## config.mk

```make
export PLATFORM = sky130hd
export DESIGN_NAME = ikaopll_eg_attenuator
export DESIGN_NICKNAME = d
export VERILOG_FILES = /design/src/rtl/ikaopll_eg_pkg.sv /design/src/rtl/ikaopll_eg_stepcalc.sv /design/src/rtl/ikaopll_eg_attenuator.sv
export SDC_FILE = /design/constraint.sdc
export NUM_CORES = 1
export LEC_CHECK = 0
export BUFFER_PORTS_ARGS = -buffer_cell sky130_fd_sc_hd__buf_2
export CORE_MARGIN = 3
export CORE_UTILIZATION = 64
export CTS_BUF_LIST = sky130_fd_sc_hd__clkbuf_8
export DETAILED_ROUTE_END_ITERATION = 8
export GPL_ROUTABILITY_DRIVEN = 0
export GPL_TIMING_DRIVEN = 0
export PLACE_DENSITY = 0.88
export SETUP_SLACK_MARGIN = 0.1
export SLEW_MARGIN = 20
export SYNTH_ARGS = -nofsm -noshare
export SYNTH_HDL_FRONTEND = slang
export SYNTH_SLANG_ARGS = --single-unit
```

## constraint.sdc

```tcl
create_clock -name i_EMUCLK -period 4.41 [get_ports i_EMUCLK]
set_input_delay 1.1025 -clock i_EMUCLK [delete_from_list [all_inputs] [get_ports i_EMUCLK]]
set_output_delay 1.1025 -clock i_EMUCLK [all_outputs]
set_load 0.1 [all_outputs]
```

## src/rtl/ikaopll_eg_pkg.sv

```systemverilog
// Shared types and constants for the EG attenuation stage: slot state encoding,
// per-slot shift-register payload and rate thresholds.
package ikaopll_eg_pkg;

    localparam int unsigned SLOTS   = 18;
    localparam int unsigned ATTEN_W = 7;
    localparam int unsigned RATE_W  = 4;

    localparam logic [ATTEN_W-1:0] ATTEN_MAX       = 7'd127;
    localparam logic [3:0]         RATE_HI_FAST    = 4'd12;
    localparam logic [3:0]         RATE_HI_INSTANT = 4'd15;

    typedef enum logic [1:0] {
        ST_ATTACK  = 2'd0,
        ST_DECAY   = 2'd1,
        ST_SUSTAIN = 2'd2,
        ST_RELEASE = 2'd3
    } eg_state_e;

    // One slot's circulating context.
    typedef struct packed {
        logic               kon_z;
        eg_state_e          state;
        logic [ATTEN_W-1:0] atten;
    } eg_slot_t;

    localparam eg_slot_t SLOT_RESET = '{kon_z: 1'b0, state: ST_RELEASE, atten: ATTEN_MAX};

endpackage

```

## src/rtl/ikaopll_eg_stepcalc.sv

```systemverilog
// Effective EG rate (rate*4 + key-scale offset, clamped) and the attenuation
// increment it yields for the current envelope-counter phase.
module ikaopll_eg_stepcalc
    import ikaopll_eg_pkg::*;
(
    input  logic [RATE_W-1:0] rate_i,
    input  logic [3:0]        ksroffs_i,
    input  logic [1:0]        envcntr_i,
    input  logic [3:0]        conseczb_i,
    output logic [3:0]        rate_hi_o,
    output logic [2:0]        inc_o
);

    logic [6:0] rate_sum;
    logic [5:0] eff_rate;
    logic [1:0] rate_lo;
    logic [4:0] zb_sum;

    always_comb begin
        rate_sum = 7'({rate_i, 2'b00}) + 7'(ksroffs_i);
        if (rate_i == '0) begin
            eff_rate = '0;
        end else if (rate_sum > 7'd63) begin
            eff_rate = 6'd63;
        end else begin
            eff_rate = rate_sum[5:0];
        end
        rate_hi_o = eff_rate[5:2];
        rate_lo   = eff_rate[1:0];
        zb_sum    = 5'(eff_rate[5:2]) + 5'(conseczb_i);

        // Slow rates tick on a subset of counter phases; fast rates step every visit.
        inc_o = '0;
        if (eff_rate == '0) begin
            inc_o = '0;
        end else if (eff_rate[5:2] < RATE_HI_FAST) begin
            inc_o = (zb_sum >= 5'(RATE_HI_FAST) && rate_lo >= envcntr_i) ? 3'd1 : 3'd0;
        end else begin
            inc_o = 3'(eff_rate[5:2] - (RATE_HI_FAST - 4'd1));
        end
    end

endmodule

```

## src/rtl/ikaopll_eg_attenuator.sv

```systemverilog
// Per-slot EG state machine and 7-bit attenuation, with 18 slot contexts
// circulating through a shift register advanced on the phi1 negative enable.
module ikaopll_eg_attenuator
    import ikaopll_eg_pkg::*;
(
    input  logic               i_EMUCLK,
    input  logic               i_IC_n,
    input  logic               i_phi1_PCEN_n,
    input  logic               i_phi1_NCEN_n,
    input  logic               i_CYCLE_00,
    input  logic               i_KON,
    input  logic [3:0]         i_SL,
    input  logic [RATE_W-1:0]  i_RATE,
    input  logic [3:0]         i_KSROFFS,
    input  logic [1:0]         i_ENVCNTR,
    input  logic [3:0]         i_CONSECZB,
    output logic [1:0]         o_ENVSTAT,
    output logic [ATTEN_W-1:0] o_EG_ATTEN
);

    eg_slot_t           sr_q [SLOTS];
    eg_slot_t           head;
    eg_slot_t           slot_d;
    logic               aligned_q;
    logic               aligned_d;
    logic [3:0]         rate_hi;
    logic [2:0]         inc;
    logic [7:0]         rise_sum;
    logic [ATTEN_W-1:0] atten_inc;
    logic [ATTEN_W-1:0] atk_shift;
    logic [7:0]         atk_sub;
    logic [ATTEN_W-1:0] atten_atk;
    logic               unused_pcen;

    assign unused_pcen = i_phi1_PCEN_n;
    assign head        = sr_q[0];
    assign o_ENVSTAT   = head.state;
    assign o_EG_ATTEN  = head.atten;

    ikaopll_eg_stepcalc u_stepcalc (
        .rate_i     (i_RATE),
        .ksroffs_i  (i_KSROFFS),
        .envcntr_i  (i_ENVCNTR),
        .conseczb_i (i_CONSECZB),
        .rate_hi_o  (rate_hi),
        .inc_o      (inc)
    );

    // Next context for the head slot; key edges override rate stepping.
    always_comb begin
        aligned_d = aligned_q | i_CYCLE_00;

        rise_sum  = {1'b0, head.atten} + 8'(inc);
        atten_inc = rise_sum[7] ? ATTEN_MAX : rise_sum[6:0];
        atk_shift = head.atten >> (3'd5 - inc);
        atk_sub   = {1'b0, atk_shift} + 8'd1;
        atten_atk = (atk_sub >= {1'b0, head.atten}) ? '0 : 7'({1'b0, head.atten} - atk_sub);

        slot_d       = head;
        slot_d.kon_z = i_KON;

        if (!aligned_d) begin
            // Until the frame start is seen after reset, contexts only rotate.
            slot_d = head;
        end else if (!head.kon_z && i_KON) begin
            slot_d.state = ST_ATTACK;
            if (rate_hi == RATE_HI_INSTANT) begin
                slot_d.atten = '0;
            end
        end else if (head.kon_z && !i_KON) begin
            slot_d.state = ST_RELEASE;
        end else begin
            case (head.state)
                ST_ATTACK: begin
                    if (head.atten == '0) begin
                        slot_d.state = ST_DECAY;
                    end else if (rate_hi == RATE_HI_INSTANT) begin
                        slot_d.atten = '0;
                    end else if (inc != '0) begin
                        slot_d.atten = atten_atk;
                    end
                end
                ST_DECAY: begin
                    if (head.atten[6:3] >= i_SL) begin
                        slot_d.state = ST_SUSTAIN;
                    end else begin
                        slot_d.atten = atten_inc;
                    end
                end
                default: slot_d.atten = atten_inc;
            endcase
        end
    end

    always_ff @(posedge i_EMUCLK or negedge i_IC_n) begin
        if (!i_IC_n) begin
            aligned_q <= 1'b0;
            for (int unsigned i = 0; i < SLOTS; i++) begin
                sr_q[i] <= SLOT_RESET;
            end
        end else if (!i_phi1_NCEN_n) begin
            aligned_q <= aligned_d;
            for (int unsigned i = 0; i < SLOTS - 1; i++) begin
                sr_q[i] <= sr_q[i+1];
            end
            sr_q[SLOTS-1] <= slot_d;
        end
    end

endmodule
```

==> results.ini, run 1 <==
[cts]
root_buffer = clkbuf_8
clk-insertion-delay-late_ns = 0.46
cts_buffers = 17
clock_path_buffers = 2
path_clk_slew_ns = 0.10
cts_tree = yes
cts.sinks = 181
htreeDepth = 4

[place]
place_area_um2 = 9410
io_buffers = 30
dp.cells = 898
hpwl_mm = 11.88

[die]
die_x_um = 124.0
core-area_um2 = 13450
initial_core_util = 0.6629
row_count = 42
num_io_pins = 33
die_h_um = 124.0
die-area_um2 = 15390

[critical_path]
cp_top_family = compound AO/OA/AOI/OAI gates
rr_worst_depth = 15
cp.required_ns = 4.78
reg2reg_slack_ns = 0.31
crit_arrival_ns = 6.48
critPathMaxStageDelay_ns = 0.41
crit_cells = 30
worstSetupPathType = input port to flip-flop
crit_top_cell = ha_4
worstSetupStartpointType = input port
slowest_stage = ha_1
timing.critical_path.to_type = flip-flop
critPathBufInv = 4
cp_max_fo = 7

[job]
drv_cap = 0

[global_routing]
grt_max_degree = 115
grt_pass1_wl_mm = 29.49
grt_pass1_vias = 6130
grt-ovfl-total = 0
grt.total_usage = 0.2438
antenna_found_initial = 0

[detailed_routing]
vias = 5944
wl_per_cell_um = 19.36
finalWirelength_mm = 18.55
wirelength_met1_mm = 7.612
avgViaCountPerCell = 6.205
drtIter0Drc = 541
drcViolationCount = 0
route.met3.wl_um = 962
detail-route-antenna-nets = 0
top_layer = met4
first_pass_iters = 5
wl_met2_mm = 9.296

[sta]
drv_slew = 0
setup_slack_ns = -1.700
whs_ns = 0.5134
finalSetupTns_ns = -11.09
timing.final.crit_period_ns = 6.110
relSlewSlack = 0.5058
skew_ns = 0.01294
finalSetupViolations = 7
fin_crit_sh = 1.386
worst_slew_pin_slew_ns = 0.7390
rsz0062_at_grt = true
finalHoldViolCount = 0
max_freq_mhz = 163.7

[run_status]
violations = negative setup slack
outcome = complete, but fails checks

[final_layout]
final_nets = 828
nFillCells = 740
layoutNonFillerInstCount = 958
n_antenna_cell = 0
area_growth_pct = 14.52
drive_gt1_frac = 0.6215
fin_area_um2 = 10210

[power_and_ir_drop]
p_int_uw = 3409
p_clk_frac = 0.215
seqPwrFrac = 0.529
vdd_drop_max_mv = 0.2313
combPwrFrac = 0.256
power_leakage_uw = 0.004338
swShare = 0.3166
total_power_uw = 4988
net-switching-power_uw = 1579
p_per_area_nw_per_um2 = 488.4

[yosys]
async_flop_share = 1.000
syn-num-nets = 750
synth.top_cells.by_area = dfstp_2 48%, mux2_2 22%, dfrtp_1 5.3%
synth.most_common_cell = mux2_2
ys_seq_elements = 181
ys_seq_area_frac = 0.5307
synth_top_cell_by_area = dfstp_2
synth_cell_types = 72
synth_area_per_cell_um2 = 12.90
synth_edf_count = 0
synth.top_cell.area_share = 0.4773
syn_inst = 691
synth_common_cells = 171 x mux2_2, 162 x dfstp_2, 37 x a21oi_1, 31 x ha_1, 30 x inv_1
synth_area_um2 = 8917
ys_warn_count = 0
synth_flop_cell = dfstp_2

[min_path]
hp-class = flip-flop to flip-flop
hold_depth = 1

[flip-flops by register name, indices dropped and copies added (netlist names)]
signal / count
aligned_q: 1
sr_q: 170
head: 1
o_ENVSTAT: 2
o_EG_ATTEN: 7
[cell type report]
class	instances	area (um^2)	share of cell area
clock inverter	15	156.4	0.01531
buffer	41	200.2	0.01960
inverter	31	118.9	0.01164
sequential	181	4732	0.4634
multi-input combinational	438	4125	0.4039
timing repair buffer	59	425.4	0.04166
tap	176	220.2	0.02156
clock buffer	17	234.0	0.02291
[power groups by stage]
stage | Sequential, uW | Clock, uW | Combinational [uW]
after floorplan | 2520 | 0 | 926
after global placement | 2610 | 0 | 1080
after detailed placement | 2650 | 0 | 1140
after CTS | 2630 | 1100 | 1200
after global routing | 2690 | 1170 | 1380
final | 2640 | 1070 | 1280
[layout by cell type (no fill, tap or decap), types with 5 or more instances in the layout]
master / count
o211ai_1: 6
nand2_1: 21
buf_6: 5
clkbuf_1: 27
ha_1: 26
buf_4: 34
a21oi_2: 6
mux2_2: 170
clkbuf_8: 17
o21ai_0: 21
xnor2_1: 5
dfstp_2: 162
a21o_1: 11
nor2_1: 25
nand2b_1: 5
nand3_1: 6
o21ai_1: 5
dfrtp_1: 19
xor2_1: 7
inv_6: 6
a21oi_1: 28
inv_1: 28
buf_2: 31
nor3_1: 7
[cell families (layout without fill, tap and decap cells)]
group                    count (synthesis)  after routing  synth area share
XOR/XNOR                                13             13           0.01277
multiplexers                           172            172            0.2185
AND/OR/NAND/NOR                         92             92           0.05192
buffers and inverters                   72            163           0.03480
adder cells (fa/ha/maj)                 35             35           0.05248
AO/OA/AOI/OAI                          126            126           0.09892
flip-flops                             181            181            0.5307
[repair_timing]
action,CTS,global route
buffers inserted,13,15
setup endpoints to repair,7,7
resized for setup,12,26
hold buffers,0,0
pin swaps,21,28
[final timing paths]
check | endpoint | start
hold reg to reg | sr_q[59] | sr_q[59]
max in group asynchronous | sr_q[131] | i_IC_n
hold / removal | sr_q[59] | sr_q[59]
min in group asynchronous | sr_q[51] | i_IC_n
setup reg to reg | sr_q[3] | o_EG_ATTEN[2]
setup / recovery | sr_q[6] | i_RATE[0]
[layer usage]
layer | vias to the layer above | global-route usage
li1 | 2621 | -
met1 | 2993 | 0.3092
met2 | 245 | 0.4145
met3 | 85 | 0.04541
met4 | 0 | 0.09856
met5 | - | 0
[per-stage QoR]
step                  util  setup WS [ns]
finish              0.7591         -1.700
global route        0.7591         -1.826
CTS                 0.7391         -1.567
detailed placement  0.6995         -2.342
global placement    0.6967         -2.169
floorplan                -         -1.552
(Power assumes the default switching activity.)
==> run 2: changes to the inputs <==
--- a/config.mk
+++ b/config.mk
@@ -9,11 +9,13 @@
 export CORE_MARGIN = 3
 export CORE_UTILIZATION = 64
 export CTS_BUF_LIST = sky130_fd_sc_hd__clkbuf_8
+export CTS_CLUSTER_SIZE = 10
 export DETAILED_ROUTE_END_ITERATION = 8
 export GPL_ROUTABILITY_DRIVEN = 0
 export GPL_TIMING_DRIVEN = 0
 export PLACE_DENSITY = 0.88
-export SETUP_SLACK_MARGIN = 0.1
+export RECOVER_POWER = 25
+export SETUP_SLACK_MARGIN = 0.15
 export SLEW_MARGIN = 20
 export SYNTH_ARGS = -nofsm -noshare
 export SYNTH_HDL_FRONTEND = slang
==> run 2 against run 1 <==
  * The flow finishes with violations (max-capacitance violations, max-slew violations, negative setup slack)
  * Clock skew is 0.0012 ns higher
  * Fmax up 0.41%
  * Critical path type unchanged
  * Clock-buffer cell count did not move
  * Critical endpoint unchanged
  * Utilization down 0.20 points
  * Flip-flop and latch count unchanged
  * First-iteration DRC count fell by 3.7%
  * Sequential share of layout area is 0.13 points higher
  * Setup slack improved by 0.025 ns
  * Non-clock buffer count did not move
  * Critical path depth unchanged
==> results.ini, run 2 (synthesized netlist as in run 1, its figures left out) <==
[final_layout]
area_growth_pct = 14.21  ; was 14.52%
post-route-util = 0.7571  ; was 0.7591
top_register = sr_q  ; unchanged
n_antenna_cell = 0  ; unchanged
layout_common_cells = 170 x mux2_2, 162 x dfstp_2, 34 x buf_4, 31 x buf_2  ; unchanged
mostFrequentLayoutCell = mux2_2  ; unchanged
nFillCells = 745  ; was 740
fin_area_um2 = 10180  ; was 10,210 um^2
drive_gt1_frac = 0.6202  ; was 0.6215
final_nets = 828  ; unchanged
layoutNonFillerInstCount = 958  ; unchanged
largest_register_ffs = 170  ; unchanged

[detailed_routing]
finalWirelength_mm = 18.50  ; was 18.55 mm
detail-route-antenna-nets = 0  ; unchanged
drcViolationCount = 0  ; unchanged
vias = 5939  ; was 5,944
avgViaCountPerCell = 6.199  ; was 6.205
drtIter0Drc = 521  ; was 541
wl_per_cell_um = 19.31  ; was 19.36 um
first_pass_iters = 7  ; was 5

[min_path]
holdPathEnd = sr_q[59]  ; unchanged
hp-class = flip-flop to flip-flop  ; unchanged
hold_depth = 1  ; unchanged
worstHoldStart = sr_q[59]  ; unchanged

[cts]
cts_tree = yes  ; unchanged
path_clk_slew_ns = 0.09  ; was 0.10 ns
cts_buffers = 17  ; unchanged
htreeDepth = 4  ; unchanged
clock_path_buffers = 2  ; unchanged
root_buffer = clkbuf_8  ; unchanged
cts.sinks = 181  ; unchanged
clk-insertion-delay-late_ns = 0.46  ; about the same

[sta]
timing.final.crit_period_ns = 6.086  ; was 6.110 ns
finalSetupViolations = 7  ; unchanged
skew_ns = 0.01416  ; was 0.01294 ns
rsz0062_at_grt = true  ; unchanged
finalHoldViolCount = 0  ; unchanged
setup_slack_ns = -1.676  ; was -1.700 ns
max_freq_mhz = 164.3  ; was 163.7 MHz
fin_crit_sh = 1.380  ; was 1.386
worst_slew_pin_slew_ns = 3.367  ; was 0.7390 ns
drv_slew = 69  ; was 0
relSlewSlack = -1.244  ; was 0.5058

[critical_path]
crit_arrival_ns = 6.46  ; was 6.48 ns
rr_worst_depth = 15  ; unchanged
reg2reg_to = sr_q[3]  ; unchanged
slowest_stage = ha_1  ; unchanged
reg2reg_from = o_EG_ATTEN[2]  ; unchanged
reg2reg_slack_ns = 0.31  ; about the same
worstSetupPathType = input port to flip-flop  ; unchanged
critPathMaxStageDelay_ns = 0.41  ; about the same
crit_top_cell = ha_4  ; unchanged
cp.required_ns = 4.78  ; about the same
worstSetupStartpointType = input port  ; unchanged
cp_max_fo = 7  ; unchanged
timing.critical_path.to_type = flip-flop  ; unchanged

[place]
hpwl_mm = 11.88  ; unchanged
dp.cells = 898  ; unchanged
place_area_um2 = 9410  ; unchanged
io_buffers = 30  ; unchanged
post-place-ws_ns = -2.342  ; unchanged

[global_routing]
grt_pass1_vias = 6130  ; unchanged
grt_pass1_wl_mm = 29.49  ; unchanged
grt.total_usage = 0.2438  ; unchanged
grt_max_degree = 115  ; unchanged
grt-ovfl-total = 0  ; unchanged
antenna_found_initial = 0  ; unchanged

[power_and_ir_drop]
p_per_area_nw_per_um2 = 489.5  ; was 488.4 nW/um^2
power_leakage_uw = 0.004325  ; was 0.004338 uW
vdd_drop_max_mv = 0.2321  ; was 0.2313 mV

[die]
num_io_pins = 33  ; unchanged
die-area_um2 = 15390  ; unchanged
die_x_um = 124.0  ; unchanged
initial_core_util = 0.6629  ; unchanged
core-area_um2 = 13450  ; unchanged
die_h_um = 124.0  ; unchanged
row_count = 42  ; unchanged

[run_status]
outcome = complete, but fails checks  ; unchanged
violations = max-capacitance violations, max-slew violations, negative setup slack  ; was negative setup slack

[job]
drv_cap = 1  ; was 0

-- run 2: how the worst max path moves through the flow --
stage                 start  endpoint  slack [ns]  cells past startpoint
2_1_floorplan     i_RATE[0]   sr_q[3]       -1.55                     22
3_3_place_gp      i_RATE[0]   sr_q[6]       -2.17                     27
3_5_place_dp      i_RATE[0]   sr_q[3]       -2.34                     26
4_1_cts        i_KSROFFS[2]   sr_q[3]       -1.57                     30
5_1_grt           i_RATE[0]   sr_q[3]       -1.83                     28
6_report          i_RATE[0]   sr_q[6]       -1.68                     30
-- run 2: final cells by class --
| class | count | area [um^2] | share of cell area |
|---|---|---|---|
| flip-flops and latches | 181 | 4732 | 0.4646 |
| multi-input cells | 438 | 4125 | 0.4050 |
| repair buffers | 59 | 397.9 | 0.03907 |
| clock buffers | 17 | 234.0 | 0.02297 |
| well taps | 176 | 220.2 | 0.02162 |
| plain buffers | 41 | 200.2 | 0.01966 |
| clock inverters | 15 | 156.4 | 0.01536 |
| inverters | 31 | 118.9 | 0.01167 |
-- run 2: routing by layer --
| layer | GRT usage | vias up | wire length [um] |
|---|---|---|---|
| li1 | - | 2623 | - |
| met2 | 0.4145 | 256 | 9258 |
| met5 | 0 | - | 0 |
| met4 | 0.09856 | 0 | 658 |
| met1 | 0.3092 | 2987 | 7597 |
| met3 | 0.04541 | 73 | 981 |
-- run 2: where the power goes --
group / switching, uW / internal, uW / leakage, uW
Sequential: 280 / 2360 / 0.00189
Combinational: 654 / 621 / 0.00223
Clock: 646 / 427 / 0.000200
-- run 2: repair_timing --
| action | CTS | global route |
|---|---|---|
| pin swaps | 21 | 28 |
| resized for setup | 12 | 26 |
| buffers inserted | 13 | 15 |
| hold buffers | 0 | 0 |
| endpoints found under the setup margin | 7 | 7 |
-- run 2: metrics by stage --
| stage | TNS [ns] | hold WS [ns] | total power (uW) |
|---|---|---|---|
| 6_report | -11.06 | 0.5134 | 4985 |
| 5_1_grt | -14.72 | 0.5310 | 5241 |
| 4_1_cts | -10.23 | 0.5186 | 4933 |
| 3_5_place_dp | -15.59 | 0.4819 | 3792 |
| 3_3_place_gp | -16.54 | 0.4824 | 3698 |
| 2_1_floorplan | -10.15 | 0.4472 | 3449 |
-- run 2: worst max-delay path, delay by kind of cell --
family	cells	cell delay, ns
buf+inv	4	0.28
xor+xnor	2	0.38
fa+ha+maj	6	1.44
mux	1	0.29
compound gates	13	2.26
simple gates	4	0.70
==> run 3: changes to the inputs <==
--- a/config.mk
+++ b/config.mk
@@ -13,7 +13,7 @@
 export DETAILED_ROUTE_END_ITERATION = 8
 export GPL_ROUTABILITY_DRIVEN = 0
 export GPL_TIMING_DRIVEN = 0
-export PLACE_DENSITY = 0.88
+export PLACE_DENSITY = 0.81
 export RECOVER_POWER = 25
 export SETUP_SLACK_MARGIN = 0.15
 export SLEW_MARGIN = 20
==> constraint.sdc (replaced) <==
create_clock -name i_EMUCLK -period 5.85 [get_ports i_EMUCLK]
set_input_delay 1.4625 -clock i_EMUCLK [delete_from_list [all_inputs] [get_ports i_EMUCLK]]
set_output_delay 1.4625 -clock i_EMUCLK [all_outputs]
set_load 0.1 [all_outputs]
==> run 3 against run 2 <==
  * The run still ends with max-capacitance violations, max-slew violations, negative setup slack left
  * Die area unchanged
  * Sequential share of layout area up 0.26 points
  * Combinational power down 26%
  * Critical endpoint is now sr_q[2]
==> results.ini, run 3 (synthesized netlist as in run 1, its figures left out) <==
[sta]
rsz0062_at_grt = true  ; unchanged
worst_slew_pin_slew_ns = 4.204  ; was 3.367 ns
timing.final.crit_period_ns = 6.346
finalSetupViolations = 7  ; unchanged
finalHoldViolCount = 0  ; unchanged
fin_crit_sh = 1.085
drv_slew = 89  ; was 69
setup_slack_ns = -0.4963  ; was -1.676 ns
relSlewSlack = -1.803  ; was -1.244
max_freq_mhz = 157.6
skew_ns = 0.01129  ; was 0.01416 ns

[final_layout]
top_register = sr_q  ; unchanged
nFillCells = 808  ; was 745
fin_area_um2 = 10130  ; was 10,180 um^2
n_antenna_cell = 0  ; unchanged
layout_common_cells = 170 x mux2_2, 162 x dfstp_2, 31 x buf_2, 29 x inv_1  ; was 170 x mux2_2, 162 x dfstp_2, 34 x buf_4, 31 x buf_2
drive_gt1_frac = 0.6214  ; was 0.6202
mostFrequentLayoutCell = mux2_2  ; unchanged
post-route-util = 0.7529  ; was 0.7571
largest_register_ffs = 170  ; unchanged
final_nets = 820  ; was 828
area_growth_pct = 13.58  ; was 14.21%

[place]
io_buffers = 30  ; unchanged
place_area_um2 = 9410  ; unchanged
hpwl_mm = 11.83  ; was 11.88 mm

[global_routing]
use_met2 = 0.3912  ; was 0.4145
grt-ovfl-total = 0  ; unchanged
met1_usage = 0.3067  ; was 0.3092
grt.total_usage = 0.2369  ; was 0.2438
antenna_found_initial = 0  ; unchanged
top_usage_layer = met2  ; unchanged
grt_pass1_wl_mm = 28.03  ; was 29.49 mm
gr-usage-met3 = 0.05767  ; was 0.04541
grt_max_degree = 95  ; was 115
grt_pass1_vias = 5797  ; was 6,130

[min_path]
hp-class = flip-flop to flip-flop  ; unchanged
worstHoldStart = sr_q[7]  ; was sr_q[59]
hold_depth = 2  ; was 1
holdPathEnd = sr_q[7]  ; was sr_q[59]

[cts]
cts_buffers = 17  ; unchanged
cts_hold_buf = 0  ; unchanged
clk-insertion-delay-late_ns = 0.46  ; about the same
cts.sinks = 181  ; unchanged
cts_tree = yes  ; unchanged
root_buffer = clkbuf_8  ; unchanged
clock_path_buffers = 2  ; unchanged
path_clk_slew_ns = 0.09  ; about the same
htreeDepth = 4  ; unchanged

[critical_path]
worstSetupStartpointType = input port  ; unchanged
reg2reg_from = o_EG_ATTEN[2]  ; unchanged
crit_arrival_ns = 6.74  ; was 6.46 ns
timing.critical_path.to_type = flip-flop  ; unchanged
cp_max_fo = 6  ; was 7
worstSetupPathType = input port to flip-flop  ; unchanged
reg2reg_to = sr_q[2]  ; was sr_q[3]
reg2reg_slack_ns = 1.78  ; was 0.31 ns
slowest_stage = a221oi_4  ; was ha_1
rr_worst_depth = 18  ; was 15
cp.required_ns = 6.24  ; was 4.78 ns
crit_top_cell = ha_4  ; unchanged
critPathMaxStageDelay_ns = 0.36  ; was 0.41 ns

[power_and_ir_drop]
power_leakage_uw = 0.004284  ; was 0.004325 uW
vdd_drop_max_mv = 0.2502  ; was 0.2321 mV
p_per_area_nw_per_um2 = 374.8  ; was 489.5 nW/um^2

[detailed_routing]
first_pass_iters = 5  ; was 7
drtIter0Drc = 560  ; was 521
avgViaCountPerCell = 5.992  ; was 6.199
vias = 5692  ; was 5,939
detail-route-antenna-nets = 0  ; unchanged
wl_per_cell_um = 18.15  ; was 19.31 um
drcViolationCount = 0  ; unchanged
finalWirelength_mm = 17.24  ; was 18.50 mm

[die]
die_x_um = 124.0  ; unchanged
die_h_um = 124.0  ; unchanged
core-area_um2 = 13450  ; unchanged
initial_core_util = 0.6629  ; unchanged
num_io_pins = 33  ; unchanged
die-area_um2 = 15390  ; unchanged
row_count = 42  ; unchanged

[run_status]
violations = max-capacitance violations, max-slew violations, negative setup slack  ; unchanged
outcome = complete, but fails checks  ; unchanged

[job]
drv_cap = 1  ; unchanged

run 3: cell types whose count changed in the layout (fill, tap and decap cells not counted), sizes merged:
| cell | delta |
|---|---|
| inv | -4 |
| buf | -9 |
| bufinv | +3 |
| clkinv | -4 |
| clkbuf | +2 |
| clkinvlp | +4 |
run 3: stage by stage:
| stage | total power (uW) | cells | hold slack, ns | TNS, ns | setup WS [ns] |
|---|---|---|---|---|---|
| finish | 3796 | 950 | 0.4993 | -2.887 | -0.4963 |
| global route | 3995 | 950 | 0.5211 | -33.87 | -0.7010 |
| CTS | 3798 | 946 | 0.5021 | -2.490 | -0.4520 |
| detailed placement | 2863 | 898 | 0.4886 | -8.644 | -1.351 |
| global placement | 2793 | 897 | 0.4819 | -7.372 | -1.152 |
| floorplan | 2600 | 691 | 0.4472 | -2.594 | -0.4716 |
run 3: worst max-delay path by stage:
stage	startpoint	endpoint	slack, ns	cells after the start
3_3_place_gp	i_RATE[0]	sr_q[6]	-1.15	27
6_report	i_RATE[0]	sr_q[2]	-0.50	31
4_1_cts	i_KSROFFS[2]	sr_q[2]	-0.45	31
2_1_floorplan	i_RATE[0]	sr_q[3]	-0.47	22
3_5_place_dp	i_RATE[0]	sr_q[3]	-1.35	26
5_1_grt	i_RATE[0]	sr_q[4]	-0.70	31
run 3: area by class of cell:
class,instances,area [um^2],share of cell area
clock inverter,14,173.9,0.01717
inverter,31,118.9,0.01174
buffer,41,200.2,0.01977
sequential,181,4732,0.4672
clock buffer,18,247.7,0.02446
multi-input combinational,438,4109,0.4057
tap,176,220.2,0.02174
timing repair buffer,51,326.6,0.03224
run 3: power by group:
group          internal (uW)  switching (uW)
sequential              1780             203
combinational            459             477
clock                    438             441
run 3: layer usage:
metal,vias to the layer above,wire [um],part of all wire
li1,2598,-,-
met1,2856,7256,0.42
met2,193,8684,0.50
met3,45,903,0.052
met4,0,399,0.023
met5,-,0,0
run 3: repair_timing:
item | in CTS | in global routing
resized for setup | 21 | 14
setup endpoints to repair | 7 | 7
buffers inserted | 16 | 4
pin swaps | 26 | 21
run 3: critical path: cells and delay by family:
family                     cells  cell delay (ns)
muxes                          1             0.28
buffers and inverters          5             0.43
AOI/OAI and AO/OA             13             2.14
adders and majority gates      6             1.39
and+or+nand+nor                6             1.01
